File: src/rtl/spi_pkg.sv
// Shared SPI link definitions: FSM encodings, default word width and bus-mode
// constants common to the 8-bit master and this slave receiver.
package spi_pkg;

    localparam int   SPI_DATA_W         = 8;
    localparam logic SPI_CPOL           = 1'b1;
    localparam logic SPI_SAMPLE_ON_FALL = 1'b1;

    typedef enum logic [1:0] {
        IDLE = 2'd0,
        RECV = 2'd1,
        DONE = 2'd2
    } spi_state_e;

    function automatic logic [7:0] sat_inc8(input logic [7:0] v);
        if (v == 8'hFF) begin
            return 8'hFF;
        end else begin
            return v + 8'd1;
        end
    endfunction

endpackage

File: src/rtl/spi_slave_rx_if.sv
// SPI bus wires between the link master and the slave receiver.
interface spi_slave_rx_if;
    logic spi_clk;
    logic cs;
    logic mosi;
    logic miso;

    modport master (output spi_clk, output cs, output mosi, input miso);
    modport slave  (input spi_clk, input cs, input mosi, output miso);
endinterface

File: src/rtl/spi_sync_edge.sv
// Multi-flop synchroniser with history flop; emits the delayed level and
// registered single-cycle rise/fall pulses aligned with that level.
module spi_sync_edge #(
    parameter int   SYNC_STAGES = 2,
    parameter logic RESET_VAL   = 1'b1
) (
    input  logic clk,
    input  logic reset,
    input  logic async_i,
    output logic level_o,
    output logic rise_o,
    output logic fall_o
);

    logic [SYNC_STAGES-1:0] sync_q;
    logic                   hist_q;
    logic                   rise_q;
    logic                   fall_q;

    // Synchroniser chain, history flop and registered edge pulses.
    always_ff @(posedge clk) begin
        if (reset) begin
            sync_q <= {SYNC_STAGES{RESET_VAL}};
            hist_q <= RESET_VAL;
            rise_q <= 1'b0;
            fall_q <= 1'b0;
        end else begin
            sync_q <= {sync_q[SYNC_STAGES-2:0], async_i};
            hist_q <= sync_q[SYNC_STAGES-1];
            rise_q <= ~hist_q &  sync_q[SYNC_STAGES-1];
            fall_q <=  hist_q & ~sync_q[SYNC_STAGES-1];
        end
    end

    assign level_o = hist_q;
    assign rise_o  = rise_q;
    assign fall_o  = fall_q;

endmodule

File: src/rtl/spi_slave_rx.sv
// SPI slave receiver (CPOL=1, sample on falling spi_clk), MSB-first words.
// Optional MISO transmit path enabled with `define SPI_SLAVE_MISO_EN.
module spi_slave_rx
    import spi_pkg::*;
#(
    parameter int DATA_W      = SPI_DATA_W,
    parameter int SYNC_STAGES = 2
) (
    input  logic              clk,
    input  logic              reset,
    spi_slave_rx_if.slave     spi,
    input  logic [DATA_W-1:0] tx_data,
    output logic [DATA_W-1:0] data_rd,
    output logic              data_valid,
    output logic              frame_err,
    output logic [7:0]        byte_cnt,
    output logic [1:0]        state
);

    localparam int            CW   = (DATA_W > 2) ? $clog2(DATA_W) : 1;
    localparam logic [CW-1:0] LAST = CW'(DATA_W - 1);

    logic sclk_lvl_s, sclk_rise_s, sclk_fall_s;
    logic cs_lvl_s, cs_rise_s, cs_fall_s;
    logic sample_s, drive_s, mosi_s, unused_s;

    logic [SYNC_STAGES:0] mosi_q;

    spi_state_e        state_q, state_d;
    logic [CW-1:0]     bit_cnt_q, bit_cnt_d;
    logic [DATA_W-1:0] shift_q, shift_d, shift_nxt_s;
    logic [DATA_W-1:0] data_rd_q, data_rd_d;
    logic              valid_q, valid_d;
    logic              ferr_q, ferr_d;
    logic [7:0]        byte_cnt_q, byte_cnt_d;
    logic              pend_q, pend_d;

    spi_sync_edge #(.SYNC_STAGES(SYNC_STAGES), .RESET_VAL(SPI_CPOL)) u_sync_sclk (
        .clk     (clk),
        .reset   (reset),
        .async_i (spi.spi_clk),
        .level_o (sclk_lvl_s),
        .rise_o  (sclk_rise_s),
        .fall_o  (sclk_fall_s)
    );

    // cs resets as "asserted" so a frame already running across reset yields no cs_fall.
    spi_sync_edge #(.SYNC_STAGES(SYNC_STAGES), .RESET_VAL(1'b0)) u_sync_cs (
        .clk     (clk),
        .reset   (reset),
        .async_i (spi.cs),
        .level_o (cs_lvl_s),
        .rise_o  (cs_rise_s),
        .fall_o  (cs_fall_s)
    );

    // mosi gets one extra stage to line up with the registered spi_clk edge pulses.
    always_ff @(posedge clk) begin
        if (reset) begin
            mosi_q <= '0;
        end else begin
            mosi_q <= {mosi_q[SYNC_STAGES-1:0], spi.mosi};
        end
    end

    assign mosi_s      = mosi_q[SYNC_STAGES];
    assign sample_s    = SPI_SAMPLE_ON_FALL ? sclk_fall_s : sclk_rise_s;
    assign drive_s     = SPI_SAMPLE_ON_FALL ? sclk_rise_s : sclk_fall_s;
    assign shift_nxt_s = {shift_q[DATA_W-2:0], mosi_s};

`ifdef SPI_SLAVE_MISO_EN
    logic [DATA_W-1:0] tx_q, tx_d;
    logic [CW-1:0]     tx_cnt_q, tx_cnt_d;
    logic              miso_q, miso_d;

    assign spi.miso = miso_q;
    assign unused_s = sclk_lvl_s;
`else
    assign spi.miso = 1'b1;
    assign unused_s = ^{tx_data, drive_s, sclk_lvl_s};
`endif

    // State and datapath registers.
    always_ff @(posedge clk) begin
        if (reset) begin
            state_q    <= IDLE;
            bit_cnt_q  <= '0;
            shift_q    <= '0;
            data_rd_q  <= '0;
            valid_q    <= 1'b0;
            ferr_q     <= 1'b0;
            byte_cnt_q <= 8'd0;
            pend_q     <= 1'b0;
`ifdef SPI_SLAVE_MISO_EN
            tx_q       <= '0;
            tx_cnt_q   <= '0;
            miso_q     <= 1'b1;
`endif
        end else begin
            state_q    <= state_d;
            bit_cnt_q  <= bit_cnt_d;
            shift_q    <= shift_d;
            data_rd_q  <= data_rd_d;
            valid_q    <= valid_d;
            ferr_q     <= ferr_d;
            byte_cnt_q <= byte_cnt_d;
            pend_q     <= pend_d;
`ifdef SPI_SLAVE_MISO_EN
            tx_q       <= tx_d;
            tx_cnt_q   <= tx_cnt_d;
            miso_q     <= miso_d;
`endif
        end
    end

    // Next-state and datapath logic.
    always_comb begin
        state_d    = state_q;
        bit_cnt_d  = bit_cnt_q;
        shift_d    = shift_q;
        data_rd_d  = data_rd_q;
        valid_d    = 1'b0;
        ferr_d     = 1'b0;
        byte_cnt_d = byte_cnt_q;
        pend_d     = pend_q;
`ifdef SPI_SLAVE_MISO_EN
        tx_d       = tx_q;
        tx_cnt_d   = tx_cnt_q;
        miso_d     = miso_q;
`endif
        case (state_q)
            IDLE: begin
                pend_d = 1'b0;
`ifdef SPI_SLAVE_MISO_EN
                miso_d = 1'b1;
`endif
                if (cs_fall_s || (pend_q && !cs_lvl_s)) begin
                    state_d    = RECV;
                    bit_cnt_d  = '0;
                    byte_cnt_d = 8'd0;
`ifdef SPI_SLAVE_MISO_EN
                    tx_d       = tx_data;
                    tx_cnt_d   = '0;
                    miso_d     = tx_data[DATA_W-1];
`endif
                end else begin
                    state_d = IDLE;
                end
            end
            RECV: begin
                if (sample_s) begin
                    shift_d = shift_nxt_s;
                    if (bit_cnt_q == LAST) begin
                        data_rd_d  = shift_nxt_s;
                        valid_d    = 1'b1;
                        byte_cnt_d = sat_inc8(byte_cnt_q);
                        bit_cnt_d  = '0;
                    end else begin
                        bit_cnt_d = bit_cnt_q + CW'(1);
                    end
                end else begin
                    shift_d = shift_q;
                end
`ifdef SPI_SLAVE_MISO_EN
                if (drive_s) begin
                    if (tx_cnt_q == LAST) begin
                        tx_d     = tx_data;
                        tx_cnt_d = '0;
                        miso_d   = tx_data[DATA_W-1];
                    end else begin
                        tx_d     = {tx_q[DATA_W-2:0], 1'b0};
                        tx_cnt_d = tx_cnt_q + CW'(1);
                        miso_d   = tx_q[DATA_W-2];
                    end
                end else begin
                    tx_d = tx_q;
                end
`endif
                // A word completing in the same cycle as cs_rise leaves bit_cnt_d at 0: no error.
                if (cs_rise_s) begin
                    state_d = DONE;
                    if (bit_cnt_d != '0) begin
                        ferr_d    = 1'b1;
                        bit_cnt_d = '0;
                        shift_d   = '0;
                    end else begin
                        ferr_d = 1'b0;
                    end
                end else begin
                    state_d = RECV;
                end
            end
            DONE: begin
                state_d = IDLE;
`ifdef SPI_SLAVE_MISO_EN
                miso_d  = 1'b1;
`endif
                if (cs_fall_s) begin
                    pend_d = 1'b1;
                end else begin
                    pend_d = 1'b0;
                end
            end
            default: begin
                state_d = IDLE;
            end
        endcase
    end

    assign data_rd    = data_rd_q;
    assign data_valid = valid_q;
    assign frame_err  = ferr_q;
    assign byte_cnt   = byte_cnt_q;
    assign state      = state_q;

endmodule

File: src/flat_wrapper.sv
// flat-port wrapper written by rule: the top's interface ports become plain ports
module spi_slave_rx_flat import spi_pkg::*;
#(
    parameter int DATA_W      = SPI_DATA_W,
    parameter int SYNC_STAGES = 2
)
  (clk, reset, tx_data, data_rd, data_valid, frame_err, byte_cnt, state, spi_spi_clk, spi_cs, spi_mosi, spi_miso);
  spi_slave_rx_if spi_i ();
  input  logic clk;
  input  logic reset;
  input  logic [DATA_W-1:0] tx_data;
  output logic [DATA_W-1:0] data_rd;
  output logic data_valid;
  output logic frame_err;
  output logic [7:0] byte_cnt;
  output logic [1:0] state;
  input wire logic [$bits(spi_i.spi_clk)-1:0] spi_spi_clk;
  input wire logic [$bits(spi_i.cs)-1:0] spi_cs;
  input wire logic [$bits(spi_i.mosi)-1:0] spi_mosi;
  output wire logic [$bits(spi_i.miso)-1:0] spi_miso;
  assign spi_i.spi_clk = spi_spi_clk;
  assign spi_i.cs = spi_cs;
  assign spi_i.mosi = spi_mosi;
  assign spi_miso = spi_i.miso;
  spi_slave_rx #(.DATA_W(DATA_W), .SYNC_STAGES(SYNC_STAGES)) u_core (.clk(clk), .reset(reset), .spi(spi_i), .tx_data(tx_data), .data_rd(data_rd), .data_valid(data_valid), .frame_err(frame_err), .byte_cnt(byte_cnt), .state(state));
endmodule
File: config.mk
export PLATFORM = sky130hd
export DESIGN_NAME = spi_slave_rx_flat
export DESIGN_NICKNAME = d
export VERILOG_FILES = /design/src/rtl/spi_pkg.sv /design/src/rtl/spi_slave_rx_if.sv /design/src/rtl/spi_sync_edge.sv /design/src/rtl/spi_slave_rx.sv /design/src/flat_wrapper.sv
export SDC_FILE = /design/constraint.sdc
export NUM_CORES = 1
export LEC_CHECK = 0
export ABC_AREA = 1
export ABC_CLOCK_PERIOD_IN_PS = 1600
export CORE_ASPECT_RATIO = 1.4
export CORE_MARGIN = 3
export CORE_UTILIZATION = 53
export CTS_BUF_LIST = sky130_fd_sc_hd__clkbuf_8
export CTS_CLUSTER_SIZE = 28
export DETAILED_ROUTE_END_ITERATION = 7
export PLACE_DENSITY = 0.81
export RECOVER_POWER = 100
export SLEW_MARGIN = 20
export SYNTH_ARGS = -nofsm -noshare
export SYNTH_HDL_FRONTEND = slang
export SYNTH_HIERARCHICAL = 1
export SYNTH_SLANG_ARGS = --single-unit
File: constraint.sdc
create_clock -name clk -period 1.6 [get_ports clk]
set_input_delay 0.24 -clock clk [delete_from_list [all_inputs] [get_ports clk]]
set_output_delay 0.24 -clock clk [all_outputs]
set_load 0.02 [all_outputs]
* Yosys cells after proc, flatten, opt, wreduce, memory -nomap -nowiden
Cells that the tools add are included.
Word-level totals: output and inout port bits 21, register bits 44, word-level logic and storage cells 68, input port bits 13
Cells by class: bitwise logic cells 9, add/subtract/negate cells 2, equal/unequal tests 7, reductions and logical operators 12, mux-type cells 22
Operator list (number):
- two-way mux 8 bit | 7
- two-way mux 3 bit | 6
- one-hot mux 8 bit (2 select lines) | 1
- adder 8 x 1 -> 8 bit (second input constant) | 1
- equality test 8 bit (second input constant) | 1
- NOT 1 bit | 6
- one-hot mux 3 bit (2 select lines) | 1
- OR reduction 3 bit | 2
- two-way mux 1 bit | 4
- != test 2 x 1 -> 1 bit (second input constant) | 2
- one-hot mux 2 bit (2 select lines) | 1
- AND reduction 4 bit | 1
- nonzero test 2 bit | 2
- adder 3 x 1 -> 3 bit (second input constant) | 1
- bitwise AND 1 bit | 3
- equality test 3 bit (second input constant) | 1
- AND reduction 3 bit | 1
- nonzero test 3 bit | 1
- equality test 2 x 1 -> 1 bit (second input constant) | 1
- equality test 2 bit (second input constant) | 1
- logical NOT 2 bit | 1
- two-way mux 2 bit | 1
- != test 2 bit (second input constant) | 1
- one-hot mux 1 bit (2 select lines) | 1
- 4 further kinds | 4

* Depth between registers and ports, before layout
word-level depth 8, depth in mapped cells 8, mapped depth without buffers 8

* Hierarchy
The synthesis kept the hierarchy.
Modules (own cells, without submodules):
- spi_slave_rx | area an instance 1487.7 um^2, seq. area each 680.7 um^2, instances 1, cells each 206
- spi_sync_edge at u_core.u_sync_cs | area an instance 140.1 um^2, seq. area each 100.1 um^2, instances 1, cells each 15
- spi_sync_edge at u_core.u_sync_sclk | area an instance 138.9 um^2, seq. area each 100.1 um^2, instances 1, cells each 14

* Worst setup path after synthesis
No wires, ideal clock.
path type reg-to-reg, from register u_core.bit_cnt_q[0], to register u_core.ferr_q, in the netlist u_core/frame_err, arrival 1.295 ns, stages on the path, launching flop included 8, required time 1.472 ns, setup slack 0.178 ns, buffers on the path 0, setup time 0.128 ns, clock period less this slack 1.422 ns, cell sequence dfxtp_1 > ha_1 > ha_1 > nand2_1 > o21ai_0 > nand3b_1 > nand2_1 > nor2_1
Between the ends: longest elaborated chain between the ends 6, elaborated cells between the ends (all ways) 7, those cells by class 1 x add/sub; 1 x eq/ne; 4 x mux; 1 x reduce/logical
RTL lines:
- from (decl) | line spi_slave_rx.sv:30 | logic [CW-1:0] bit_cnt_q, bit_cnt_d;
- from (signal assigned) | line spi_slave_rx.sv:101 | bit_cnt_q <= bit_cnt_d;
- adder 3 x 1 -> 3 bit / equality test 3 bit (equally long branches) | line spi_slave_rx.sv:159, spi_slave_rx.sv:153
- two-way mux 3 bit | line spi_slave_rx.sv:153 | if (bit_cnt_q == LAST) begin
- two-way mux 3 bit * | line spi_slave_rx.sv:151 | if (sample_s) begin
- two-way mux 3 bit * | line spi_slave_rx.sv:131 | case (state_q)
- nonzero test 3 bit * | line spi_slave_rx.sv:182 | if (bit_cnt_d != '0) begin
- two-way mux 1 bit * | line spi_slave_rx.sv:182
- to (signal assigned) | line spi_slave_rx.sv:105 | ferr_q <= ferr_d;
- to (decl) | line spi_slave_rx.sv:34 | logic ferr_q, ferr_d;
Every way passes the cells marked *; elsewhere a longest branch is shown, timed or not. The select of a mux whose other input is x is not followed. A chain may end at the register's enable or synchronous reset.

* Worst setup path in the final report
from register u_core.byte_cnt_q[7], in the netlist u_core/byte_cnt[7], to output byte_cnt[7]
RTL lines:
- from (decl) | line spi_slave_rx.sv:35 | logic [7:0] byte_cnt_q, byte_cnt_d;
- from (signal assigned) | line spi_slave_rx.sv:106 | byte_cnt_q <= byte_cnt_d;
- to (decl) | line flat_wrapper.sv:15 | output logic [7:0] byte_cnt;
No word-level cell between the ends.

==> impl_metrics.csv <==
group,metric,value,unit
status,status,"completed",
timing,report.final.hold_viol_count,0,
clock_tree,ctsHtreeMaxLevel,2,
critical_path,cp_cell_sequence,"clkdlybuf4s50_1",
routing,wl,3540,um
critical_path,crit_type,"flip-flop to output pin",
critical_path,rr_startpoint,"u_core/bit_cnt_q[0]",
clock_tree,cts_tree,"built",
critical_path,end_kind,"output pin",
timing,tns,0,ns
routing,dr.pass1.iters,4,
global_routing,grt_max_degree,21,
timing,fin_ws,0.0651,ns
floorplan,pin_count,34,
floorplan,die_area,4010,um2
critical_path,required,1.36,ns
cells_and_area,finalNetCount,281,
job,cap_violations,0,
critical_path,crit_family,"buffers and inverters",
placement,hpwl,2570,um
synth,syn_inst,232,
critical_path,cp_max_fo,4,
timing,maxSlewViolCount,0,
routing,routedWlPerCell,11.6,um
timing,finalCritPeriodShare,95.9,%
floorplan,initial_core_util,55.7,%
global_routing,track_usage,19.8,%
timing,fmax,652,MHz
floorplan,coreArea,3120,um2
routing,vias,1544,
floorplan,fp.dieW,54.4,um
global_routing,grt_pass1_wl,5640,um
floorplan,rows,24,
critical_path,r2r_end,"u_core/frame_err",
routing,drc_errors,0,
placement,gp_congestion,0.801,
cells_and_area,instances_no_fill,305,
placement,dp.cells,296,
power,power_density,874,nW/um2
min_path,hp-start,"u_core/u_sync_cs/sync_q[0]",
power,power_leakage,0.912,nW
critical_path,cpPeakStageDelay,0.62,ns
global_routing,antenna_found_initial,0,
clock_tree,clkTransAtPathRegs,0.08,ns
min_path,hold_path.class,"flip-flop to flip-flop",
timing,rsz0062_at_grt,"false",
floorplan,die_h,73.8,um
timing,fin_worst_skew,0.00918,ns
clock_tree,cts_root_buf,"clkbuf_8",
cells_and_area,drive_gt1_share,8.65,%
power,power,1.89,mW
timing,whs,0.403,ns
timing,fin_crit,1.53,ns
synth,yosys_warnings,6,
critical_path,r2r_slack,0.12,ns
min_path,hold_path_depth,2,
synth,syn_area,1740,um2
routing,postRouteAntennaNets,0,
critical_path,crit_path_start_kind,"flip-flop",
clock_tree,cts.hold.buffers_added,0,
routing,first_iter_violations,34,
synth,synth.avg_cell_area,7.50,um2
critical_path,arrival,1.29,ns
clock_tree,cts_num_sinks,43,
power,irDropWorstVdd,0.000798,V
critical_path,cpMaxStageDelayCell,"clkdlybuf4s50_1",
clock_tree,insertion_delay,0.29,ns
critical_path,path_buf_inv,1,
clock_tree,numCtsBuffers,5,
placement,portBuffers,24,
timing,finalSetupViolations,0,
global_routing,grt_pass1_vias,1354,
min_path,min_to,"u_core/u_sync_cs/sync_q[1]",
cells_and_area,diodes,0,
global_routing,grt-ovfl-total,0,
critical_path,r2r_cells,7,
cells_and_area,layout_commonest_cell,"nand2_1",
placement,place_ws,0.0541,ns
clock_tree,cts_buffer_depth,2,
cells_and_area,layout_common_cells,"45 x nand2_1, 41 x dfxtp_1, 36 x inv_1",
synth,synth_nets,248,
cells_and_area,area_growth,24.2,%
routing,drt-vias-per-instance,5.06,
## metrics by stage
stage          area [um2]  util (%)
2_1_floorplan        1740         -
3_3_place_gp         2070      66.2
3_5_place_dp         2070      66.2
4_1_cts              2160      69.3
5_1_grt              2160      69.2
6_report             2160      69.2
## registers in the layout, summed over array words and instances (netlist names)
register                    flops
u_core/byte_cnt                 8
u_core/data_rd                  8
u_core/shift_q                  7
u_core/bit_cnt_q                3
u_core/mosi_q                   3
u_core/state                    2
u_core/u_sync_cs/sync_q         2
u_core/u_sync_sclk/sync_q       2
u_core/data_valid               1
u_core/frame_err                1
u_core/pend_q                   1
u_core/u_sync_cs/fall_o         1
u_core/u_sync_cs/level_o        1
u_core/u_sync_cs/rise_o         1
u_core/u_sync_sclk/fall_o       1
u_core/u_sync_sclk/level_o      1
## routing by layer
| metal | vias to the layer above | GRT usage, % | share of wire, % |
|---|---|---|---|
| li1 | 810 | - | - |
| met1 | 706 | 20.6 | 41 |
| met2 | 24 | 34.1 | 54 |
| met3 | 4 | 6.09 | 3.8 |
| met4 | 0 | 10.5 | 1.6 |
| met5 | - | 0 | 0 |
## power breakdown
group          switching [mW]  internal [mW]
Clock                   0.338          0.387
Sequential            0.00811           1.08
Combinational          0.0437         0.0271
## how the worst max path moves through the flow
stage               slack [ns]                start          endpoint  cells past startpoint
CTS                       0.03   u_core/byte_cnt[3]       byte_cnt[3]                      1
finish                    0.07   u_core/byte_cnt[7]       byte_cnt[7]                      1
detailed placement        0.05  u_core/bit_cnt_q[0]  u_core/frame_err                      7
floorplan                 0.18  u_core/bit_cnt_q[0]  u_core/frame_err                      7
global placement          0.11  u_core/bit_cnt_q[0]  u_core/frame_err                      7
global route             0.001   u_core/byte_cnt[7]       byte_cnt[7]                      1
## area by class of cell
cell class	count	area (um2)
Tap cell	39	48.8
Clock inverter	1	3.75
Inverter	36	135
Multi-Input combinational cell	146	731
Timing Repair Buffer	33	282
Clock buffer	7	96.3
Sequential cell	43	863
Fill cell	289	963
## what timing repair did
item	CTS	global route
setup buffers	0	1
pin swaps	0	2
resized for setup	3	14
setup endpoints to repair	3	14
## tightest hold or removal path: stages (launching register included)
cell,delay [ns]
dfxtp_1,0.30
inv_1,0.04
nor2_1,0.03
No activity file was read; power rests on OpenSTA's default activity.
